===== src/rtl/tetris_line_clear_if.sv =====
// Signal bundle between the piece-lock logic, the line-clear engine and the board/score consumers.
interface tetris_line_clear_if #(
  parameter int BLOCKS_WIDE = 14,
  parameter int BLOCKS_HIGH = 18,
  parameter int ROW_W       = 5
);
  logic                               Pause;
  logic                               Start;
  logic [BLOCKS_WIDE*BLOCKS_HIGH-1:0] Game_In;
  logic [BLOCKS_WIDE*BLOCKS_HIGH-1:0] Game_Out;
  logic                               Busy;
  logic                               Done;
  logic [ROW_W:0]                     Lines_Cleared;
  logic [15:0]                        Total_Lines;

  modport master (
    output Pause, Start, Game_In,
    input  Game_Out, Busy, Done, Lines_Cleared, Total_Lines
  );

  modport slave (
    input  Pause, Start, Game_In,
    output Game_Out, Busy, Done, Lines_Cleared, Total_Lines
  );
endinterface


===== src/rtl/tetris_line_clear.sv =====
// Line-clear engine: snapshots the board, removes full rows bottom-up and collapses the rows above.
// Optional running total of cleared lines is built only when TETRIS_LINE_CLEAR_TOTAL_EN is defined.
module tetris_line_clear #(
  parameter int BLOCKS_WIDE = 14,
  parameter int BLOCKS_HIGH = 18,
  parameter int ROW_W       = 5
) (
  input logic                Clk,
  input logic                Rst_n,
  tetris_line_clear_if.slave bus
);
  localparam int CELLS = BLOCKS_WIDE * BLOCKS_HIGH;

  typedef enum logic [1:0] {IDLE, SCAN, FINISH} state_t;

  state_t                 state_q, state_d;
  logic [ROW_W-1:0]       row_q, row_d;
  logic [CELLS-1:0]       board_q, board_d;
  logic [CELLS-1:0]       keep_mask;
  logic [ROW_W:0]         lines_q, lines_d;
  logic [BLOCKS_HIGH-1:0] full_vec;
  logic                   row_full;

  // Rows strictly below the scan row keep their content during a collapse.
  always_comb begin
    full_vec  = '0;
    keep_mask = '0;
    for (int r = 0; r < BLOCKS_HIGH; r++) begin
      full_vec[r] = &board_q[r*BLOCKS_WIDE +: BLOCKS_WIDE];
      if (r > int'(row_q)) keep_mask[r*BLOCKS_WIDE +: BLOCKS_WIDE] = '1;
    end
  end

  assign row_full = full_vec[row_q];

  always_comb begin
    // NOTE: defaults first so every path assigns every signal and no latch is inferred.
    state_d = state_q;
    row_d   = row_q;
    board_d = board_q;
    lines_d = lines_q;
    unique case (state_q)
      IDLE: begin
        if (bus.Start) begin
          board_d = bus.Game_In;
          row_d   = ROW_W'(BLOCKS_HIGH - 1);
          lines_d = '0;
          state_d = SCAN;
        end
      end
      SCAN: begin
        if (row_full) begin
          // Shifting the whole board down one row moves row r-1 into row r and zero-fills row 0.
          board_d = (board_q & keep_mask) | ((board_q << BLOCKS_WIDE) & ~keep_mask);
          lines_d = lines_q + 1'b1;
        end else if (row_q != '0) begin
          row_d = row_q - 1'b1;
        end else begin
          state_d = FINISH;
        end
      end
      FINISH:  state_d = IDLE;
      default: state_d = IDLE;
    endcase
  end

  always_ff @(posedge Clk or negedge Rst_n) begin
    if (!Rst_n) begin
      state_q <= IDLE;
      row_q   <= '0;
      // NOTE: the board is a flop vector rather than a RAM, so it resets along with the rest of the state.
      board_q <= '0;
      lines_q <= '0;
    end else if (!bus.Pause) begin
      // NOTE: non-blocking so every register samples the pre-edge values of the others.
      state_q <= state_d;
      row_q   <= row_d;
      board_q <= board_d;
      lines_q <= lines_d;
    end
  end

`ifdef TETRIS_LINE_CLEAR_TOTAL_EN
  logic [15:0] total_q;
  logic [16:0] total_sum;

  assign total_sum = {1'b0, total_q} + 17'(lines_q);

  always_ff @(posedge Clk or negedge Rst_n) begin
    if (!Rst_n) begin
      total_q <= '0;
    end else if (!bus.Pause && state_q == SCAN && state_d == FINISH) begin
      total_q <= total_sum[16] ? 16'hFFFF : total_sum[15:0];
    end
  end

  assign bus.Total_Lines = total_q;
`else
  assign bus.Total_Lines = 16'h0000;
`endif

  assign bus.Game_Out      = board_q;
  assign bus.Busy          = (state_q != IDLE);
  assign bus.Done          = (state_q == FINISH);
  assign bus.Lines_Cleared = lines_q;

endmodule


===== src/flat_wrapper.sv =====
// flat-port wrapper written by rule: the top's interface ports become plain ports
module tetris_line_clear_flat 
#(
  parameter int BLOCKS_WIDE = 14,
  parameter int BLOCKS_HIGH = 18,
  parameter int ROW_W       = 5
)
  (Clk, Rst_n, bus_Pause, bus_Start, bus_Game_In, bus_Game_Out, bus_Busy, bus_Done, bus_Lines_Cleared, bus_Total_Lines);
  tetris_line_clear_if #(.BLOCKS_WIDE(BLOCKS_WIDE), .BLOCKS_HIGH(BLOCKS_HIGH), .ROW_W(ROW_W)) bus_i ();
  input logic Clk;
  input logic Rst_n;
  input wire logic [$bits(bus_i.Pause)-1:0] bus_Pause;
  input wire logic [$bits(bus_i.Start)-1:0] bus_Start;
  input wire logic [$bits(bus_i.Game_In)-1:0] bus_Game_In;
  output wire logic [$bits(bus_i.Game_Out)-1:0] bus_Game_Out;
  output wire logic [$bits(bus_i.Busy)-1:0] bus_Busy;
  output wire logic [$bits(bus_i.Done)-1:0] bus_Done;
  output wire logic [$bits(bus_i.Lines_Cleared)-1:0] bus_Lines_Cleared;
  output wire logic [$bits(bus_i.Total_Lines)-1:0] bus_Total_Lines;
  assign bus_i.Pause = bus_Pause;
  assign bus_i.Start = bus_Start;
  assign bus_i.Game_In = bus_Game_In;
  assign bus_Game_Out = bus_i.Game_Out;
  assign bus_Busy = bus_i.Busy;
  assign bus_Done = bus_i.Done;
  assign bus_Lines_Cleared = bus_i.Lines_Cleared;
  assign bus_Total_Lines = bus_i.Total_Lines;
  tetris_line_clear #(.BLOCKS_WIDE(BLOCKS_WIDE), .BLOCKS_HIGH(BLOCKS_HIGH), .ROW_W(ROW_W)) u_core (.Clk(Clk), .Rst_n(Rst_n), .bus(bus_i));
endmodule

===== config.mk =====
export PLATFORM = sky130hd
export DESIGN_NAME = tetris_line_clear_flat
export DESIGN_NICKNAME = d
export VERILOG_FILES = /design/src/rtl/tetris_line_clear_if.sv /design/src/rtl/tetris_line_clear.sv /design/src/flat_wrapper.sv
export SDC_FILE = /design/constraint.sdc
export NUM_CORES = 1
export LEC_CHECK = 0
export ABC_AREA = 0
export BUFFER_PORTS_ARGS = -buffer_cell sky130_fd_sc_hd__buf_2
export CAP_MARGIN = 0
export CORE_MARGIN = 2
export CORE_UTILIZATION = 35
export DETAILED_ROUTE_END_ITERATION = 16
export PLACE_DENSITY = 0.64
export SLEW_MARGIN = 0
export SYNTH_ARGS = -nofsm -noshare
export SYNTH_HDL_FRONTEND = slang
export SYNTH_SLANG_ARGS = --single-unit
export TNS_END_PERCENT = 10

===== constraint.sdc =====
create_clock -name Clk -period 4.16 [get_ports Clk]
set_clock_uncertainty 0.15 [all_clocks]
set_input_delay 1.248 -clock Clk [delete_from_list [all_inputs] [get_ports Clk]]
set_output_delay 1.248 -clock Clk [all_outputs]
set_load 0.005 [all_outputs]

==> results of run 1 <==
==> cells in the mapped netlist (7+ instances only) <==
master,count
clkbuf_1,62
nor4_1,13
buf_2,11
mux2i_1,17
nand3_1,18
a21oi_1,31
nand4_1,48
inv_1,7
mux2_2,221
buf_4,25
o21ai_0,19
dfrtp_1,265
nor2_1,24
a22o_1,14
nand2_1,676
==> worst min path at each step <==
stage,endpoint,slack [ns],from
floorplan,flip-flop,0.38,flip-flop
global placement,flip-flop,0.38,flip-flop
detailed placement,flip-flop,0.39,flip-flop
CTS,flip-flop,0.41,flip-flop
global route,flip-flop,0.44,flip-flop
finish,flip-flop,0.41,flip-flop
==> cells by family (layout without fill, tap and decap cells) <==
logic type                 count (synthesis)  in the layout
DFF                                      265            265
adders and majority gates                  5              5
AOI/OAI and AO/OA                        105            105
buffers and inverters                    109            611
other                                      1             16
muxes                                    243            243
and+or+nand+nor                          813            813
==> placed cells by master (no fill, tap or decap), types with 2 or more instances in the layout <==
master,n
nand2_1,676
buf_2,514
dfrtp_1,265
mux2_2,221
nand4_1,48
a21oi_1,31
clkbuf_16,31
buf_4,31
nor2_1,23
o21ai_0,19
nand3_1,18
mux2i_1,17
conb_1,16
a22o_1,14
nor4_1,13
inv_1,7
bufinv_16,7
clkinv_2,7
nand4b_1,6
o41ai_1,6
a21oi_2,6
clkbuf_8,6
o22ai_1,5
nand2b_1,5
mux2_1,5
ha_1,5
nor2b_1,4
or3_1,4
nor3_1,4
a31oi_1,4
buf_12,4
a21o_1,3
o31ai_1,3
or4_1,3
and2_1,2
o21a_1,2
==> cell type report <==
type / count / share of cell area
sequential: 265 / 0.362
clock inverter: 16 / 0.0143
tap: 525 / 0.0359
clock buffer: 38 / 0.0471
multi-input combinational: 1182 / 0.380
inverter: 7 / 0.00144
timing repair buffer: 550 / 0.159
==> worst min-delay path, cell delays in order (launching register included) <==
cell	delay, ns
dfrtp_1	0.36
nor2_1	0.05
a21oi_1	0.10
==> power groups by stage <==
stage | Combinational [mW] | Clock, mW | Sequential (mW)
2_1_floorplan | 4.06 | 0 | 4.68
3_3_place_gp | 6.39 | 0 | 5.12
3_5_place_dp | 6.52 | 0 | 5.15
4_1_cts | 6.55 | 3.07 | 5.11
5_1_grt | 7.18 | 3.18 | 5.27
6_report | 6.48 | 3.00 | 5.13
==> per-layer routing <==
layer | global-route usage | wire length [µm] | vias up
met5 | 0 | 13 | -
li1 | - | - | 6162
met3 | 0.0426 | 3450 | 72
met1 | 0.314 | 21700 | 6450
met4 | 0.0683 | 1240 | 2
met2 | 0.420 | 25900 | 548
==> metrics by stage <==
step | util | cells
3_5_place_dp | 0.433 | 2529
2_1_floorplan | - | 1556
4_1_cts | 0.462 | 2583
5_1_grt | 0.462 | 2583
3_3_place_gp | 0.433 | 2529
6_report | 0.462 | 2583
==> summary.md, run 1 <==
| Metric | Value |
|---|---|
| Mux cell area share after synthesis | 0.193 |
| Total number of vias | 13.2k |
| Mapped Cells | 1,541 |
| TritonRoute pass-1 iters | 5 |
| Post-Synth XOR/XNOR Area | 0 |
| Area of the multi-input gates | 6960 µm² |
| H-tree depth | 1 |
| Area Growth Syn to Fin | 30.2% |
| Number of port buffers | 515 |
| Post-synth top flop | dfrtp_1 |
| Layout cells sized above 1 | 0.408 |
| Antenna cells | 0 |
| Worst EP arrival | 4.11 ns |
| Critical R2R Launch | u_core.row_q[0] |
| Synth Area in Simple Gates | 0.239 |
| Syn avg cell area | 9.12 µm² |
| Pin count of the biggest net entering global routing | 133 |
| Nets | 2,297 |
| Worst Setup Slack, final | 0.344 ns |
| Critical path's largest stage delay | 0.78 ns |
| Clock Path Buffers | 3 |
| Leakage Power | 9.84 nW |
| Die X | 204 µm |
| Top cells by area, synth | dfrtp_1, nand2_1, mux2_2, nand4_1, clkbuf_1 |
| Synth top area share | 0.472 |
| Register Area | 6630 µm² |
| DRT iter0 DRCs | 1,134 |
| Final HPWL DP | 40,000 µm |
| Fin. Hold Viols | 0 |
| FILL cells | 3,927 |
| Drt total wl | 52,300 µm |
| Hold Path Class | flip-flop to flip-flop |
| Psw | 6.03 mW |
| Placer Congestion | 0.911 |
| CTS tree | yes |
| Setup Total Neg Slack | 0 ns |
| Post-Synthesis Cell Area | 14,100 µm² |
| DR vias/cell | 5.12 |
| Startpoint class of the critical path | flip-flop |
| Sw Share | 0.413 |
| Cts bufs inserted | 30 |
| Yosys reg bits | 265 |
| Pint | 8.58 mW |
| RSZ-0062 raised after global routing | false |
| DR WL/cell | 20.3 µm |
| Clk slew on worst S/H paths | 0.06 ns |
| CP Buf/Inv Count | 1 |
| Global-route wire length before repair | 79,300 µm |
| FF-to-FF path depth | 8 |
| Yosys warning total | 0 |
| Slew margin rel. | 0.388 |
| Setup-failing EPs final | 0 |
| Number of synthesized flops with an enable pin | 0 |
| Post-layout min period | 3.82 ns |
| Final instance area | 18,300 µm² |
| Top-level port count | 532 |
| Placed Area | 17,200 µm² |
| Crit path required time | 4.45 ns |
| Initial Util | 0.354 |
| CP Cell Sequence | nand4_1 -> nor4_1 -> o22ai_1 -> o31ai_4 -> nand4_4 -> o21ai_2 -> buf_4 -> mux2_2 |
| CP max-delay cell | dfrtp_1 |
| Sequential share of the synthesized area | 0.472 |
| Asr flop ratio synth | 1.00 |
| CP delay by family, top | simple AND/OR/NAND/NOR gates |
| Clk_lat worst skew | 0.56 ns |
| CP Max Fanout | 24 |
| Setup crit end kind | flip-flop |
| Drt drc | 0 |
| Sink Count | 265 |
| Die Footprint | 41,800 µm² |
| Dpl ws | 0.215 ns |
| Synthesized-area fraction occupied by adder cells | 0.00445 |
| Detail Route Antenna Nets | 0 |
| Clock Tree Root | clkbuf_16 |
| Pins Over Slew Limit | 0 |
| Worst path depth | 8 |
| CP Class | flip-flop to flip-flop |
| Leading area contributor after synthesis | dfrtp_1 |
| Cell Rows | 73 |
| Chip height | 204 µm |
| Tightest Pin Transition | 0.918 ns |
| Sequential Power Share | 0.351 |
| Fin Hold WS | 0.409 ns |
| Outcome | completed |
| Clock power share | 0.205 |
| Peak supply drop | 0.000357 V |
| Flop2flop setup slack | 0.34 ns |
| CTS Hold Buffers Added | 0 |
| Final Power | 14.6 mW |
| Library cells used by synthesis | 52 |
| Fin crit share | 0.917 |
| Core ar. | 39,600 µm² |
| Via count of the first global-routing pass | 13.4k |
| Max-Cap Viols | 0 |
| GRT Residual Overflow | 0 |
| CP Launch Point | u_core.row_q[0] |
| WHS Path Cells | 2 |
| Largest family of logic cells by synthesized area | simple AND/OR/NAND/NOR gates |
| GRT Total Usage | 0.244 |
| Compound-Gate Fraction of Synth Area | 0.0528 |
| Post-CTS Setup Repair Bufs | 0 |
| Gate power share | 0.444 |
| Achievable Freq | 0.262 GHz |
| Post_cts resized | 0 |
| Initial antenna violation count | 1 |
| Power Density | 798 nW/µm² |
Note: power is estimated with default switching activity, not from simulation.
==> run 2: changes to the inputs <==
--- a/config.mk
+++ b/config.mk
@@ -10,7 +10,9 @@
 export CAP_MARGIN = 0
 export CORE_MARGIN = 2
 export CORE_UTILIZATION = 35
+export CTS_BUF_LIST = sky130_fd_sc_hd__clkbuf_8 sky130_fd_sc_hd__clkbuf_16
 export DETAILED_ROUTE_END_ITERATION = 16
+export MAX_ROUTING_LAYER = met4
 export PLACE_DENSITY = 0.64
 export SLEW_MARGIN = 0
 export SYNTH_ARGS = -nofsm -noshare
==> summary.md, run 2 (synthesis gave the netlist of run 1 again) <==
| Metric | Value |
|---|---|
| Cell Rows | 73 (unchanged) |
| Final Power | 14.4 mW (-1.7%) |
| Crit path required time | 4.45 ns (about the same) |
| CTS Hold Buffers Added | 0 (unchanged) |
| CP delay by family, top | compound AO/OA/AOI/OAI gates |
| Sink Count | 265 (unchanged) |
| CP Launch Point | u_core.row_q[2] |
| Peak supply drop | 0.000382 V (+7.0%) |
| Global-route wire length before repair | 78,900 µm (-0.50%) |
| Die Footprint | 41,800 µm² (unchanged) |
| Post-layout min period | 3.77 ns (-0.0465 ns) |
| Clock Path Buffers | 3 (unchanged) |
| Final instance area | 18,200 µm² (-0.50%) |
| Placer Congestion | 0.935 (+2.6%) |
| HP Start | u_core.bus.Lines_Cleared[5] |
| DR WL/cell | 20.1 µm (-0.55%) |
| GRT Total Usage | 0.251 (+0.00675) |
| Via count of the first global-routing pass | 13.5k (+0.96%) |
| Area Growth Syn to Fin | 29.6% |
| Drt total wl | 52,000 µm (-0.51%) |
| Outcome | completed |
| Startpoint class of the critical path | flip-flop |
| Psw | 6.00 mW (-0.53%) |
| Core ar. | 39,600 µm² (unchanged) |
| Final HPWL DP | 39,700 µm (-0.62%) |
| Cts bufs inserted | 30 (unchanged) |
| Hold Path Class | flip-flop to flip-flop |
| Fin. Hold Viols | 0 (unchanged) |
| Fin crit share | 0.906 (-0.0112) |
| CP Cell Sequence | nand4b_1 -> o41ai_1 -> o22ai_1 -> o311ai_4 -> nand4_4 -> a21oi_1 -> buf_4 -> mux2_2 |
| Achievable Freq | 0.265 GHz (+1.2%) |
| Leakage Power | 9.80 nW (-0.38%) |
| Clk slew on worst S/H paths | 0.06 ns (about the same) |
| Fin Hold WS | 0.407 ns (-0.00131 ns) |
| Power Density | 789 nW/µm² (-1.2%) |
| Sw Share | 0.418 (+0.00508) |
| Chip height | 204 µm (unchanged) |
| Pint | 8.36 mW (-2.6%) |
| Clk_lat worst skew | 0.57 ns (about the same) |
| Commonest non-fill, non-tap cell in the layout | nand2_1 |
| CP max-delay cell | o41ai_1 |
| Setup crit end kind | flip-flop |
| Number of port buffers | 515 (unchanged) |
| Layout cells sized above 1 | 0.406 (-0.00175) |
| Top-level port count | 532 (unchanged) |
| Total number of vias | 13.3k (+0.60%) |
| WHS Path Cells | 2 (unchanged) |
| Post-CTS Setup Repair Bufs | 0 (unchanged) |
| Placed Cells incl. Taps | 2,528 (-0.040%) |
| Gate power share | 0.450 (+0.006) |
| DR vias/cell | 5.15 (+0.56%) |
| Pin count of the biggest net entering global routing | 113 (-15%) |
| Clock power share | 0.193 (-0.012) |
| CP Buf/Inv Count | 1 (unchanged) |
| Slew margin rel. | 0.306 (-0.0825) |
| Tightest Pin Transition | 1.04 ns (+0.124 ns) |
| Pins Over Slew Limit | 0 (unchanged) |
| Critical path's largest stage delay | 0.64 ns (-0.14 ns) |
| Critical R2R Launch | u_core.row_q[2] |
| Initial Util | 0.354 (unchanged) |
| Initial antenna violation count | 2 (+1) |
| Worst EP arrival | 4.06 ns (-0.05 ns) |
| RSZ-0062 raised after global routing | false |
| CP Class | flip-flop to flip-flop |
| Nets | 2,296 (-0.044%) |
| H-tree depth | 1 (unchanged) |
| GRT Residual Overflow | 0 (unchanged) |
| Max-Cap Viols | 0 (unchanged) |
| DRT iter0 DRCs | 920 (-19%) |
| Commonest non-fill, non-tap cells in the layout | nand2_1, buf_2, dfrtp_1, mux2_2, nand4_1 |
| TritonRoute pass-1 iters | 5 (unchanged) |
| Die X | 204 µm (unchanged) |
| FF-to-FF path depth | 8 (unchanged) |
| CTS tree | yes |
| Worst path depth | 8 (unchanged) |
| Setup Total Neg Slack | 0 ns (unchanged) |
| Clock Tree Root | clkbuf_16 |
| Fin cells | 2,584 (+0.039%) |
| Sequential Power Share | 0.357 (+0.006) |
| Setup-failing EPs final | 0 (unchanged) |
| CP Max Fanout | 24 (unchanged) |
| Placed Area | 17,200 µm² (about the same) |
| Drt drc | 0 (unchanged) |
| Post_cts resized | 0 (unchanged) |
| Detail Route Antenna Nets | 0 (unchanged) |
[run 2: changes by cell type in the layout (fill, tap and decap cells not counted), sizes merged]
| cell | change |
|---|---|
| diode | +2 |
| bufinv | -3 |
| clkbuf | -3 |
| clkinv | +2 |
| buf | -1 |
| inv | +4 |
[run 2: stage by stage]
step | util | worst slack, ns
final | 0.459 | 0.390
after global placement | 0.433 | 0.293
after detailed placement | 0.433 | 0.298
after floorplan | - | 1.07
after CTS | 0.459 | 0.268
after global routing | 0.459 | 0.154
[run 2: power groups by stage]
stage          Combinational [mW]  Sequential (mW)  Clock [mW]
4_1_cts                      6.53             5.12        2.84
6_report                     6.46             5.12        2.78
5_1_grt                      7.17             5.29        2.95
3_5_place_dp                 6.50             5.15           0
3_3_place_gp                 6.39             5.11           0
2_1_floorplan                4.06             4.68           0
[run 2: path summary, 6_finish.rpt]
check,endpoint,slack (ns)
setup / recovery,flip-flop,0.39
hold / removal,u_core.bus.Lines_Cleared[5],0.41
setup reg to reg,flip-flop,0.39
hold reg to reg,u_core.bus.Lines_Cleared[5],0.41
max in group asynchronous,u_core.bus.Game_Out[12],2.41
min in group asynchronous,async pin,0.54
[run 2: routing by layer]
layer,global-route usage,share of wire,vias to the layer above
li1,-,-,6159
met1,0.312,0.41,6505
met2,0.417,0.49,549
met3,0.0391,0.063,100
met4,0.0815,0.035,0
met5,-,0,-
[run 2: area by class of cell]
class / instances / area, µm²
Timing Repair Buffer: 549 / 2890
Clock buffer: 35 / 831
Multi-Input combinational cell: 1182 / 6960
Inverter: 7 / 26.3
Tap cell: 525 / 657
Fill cell: 3996 / 21400
Antenna cell: 2 / 5.00
Clock inverter: 19 / 204
Sequential cell: 265 / 6630
[run 2: worst min-delay path, cell delays in order (launching register included)]
cell	delay, ns
dfrtp_1	0.39
o31ai_1	0.07
a21oi_1	0.06
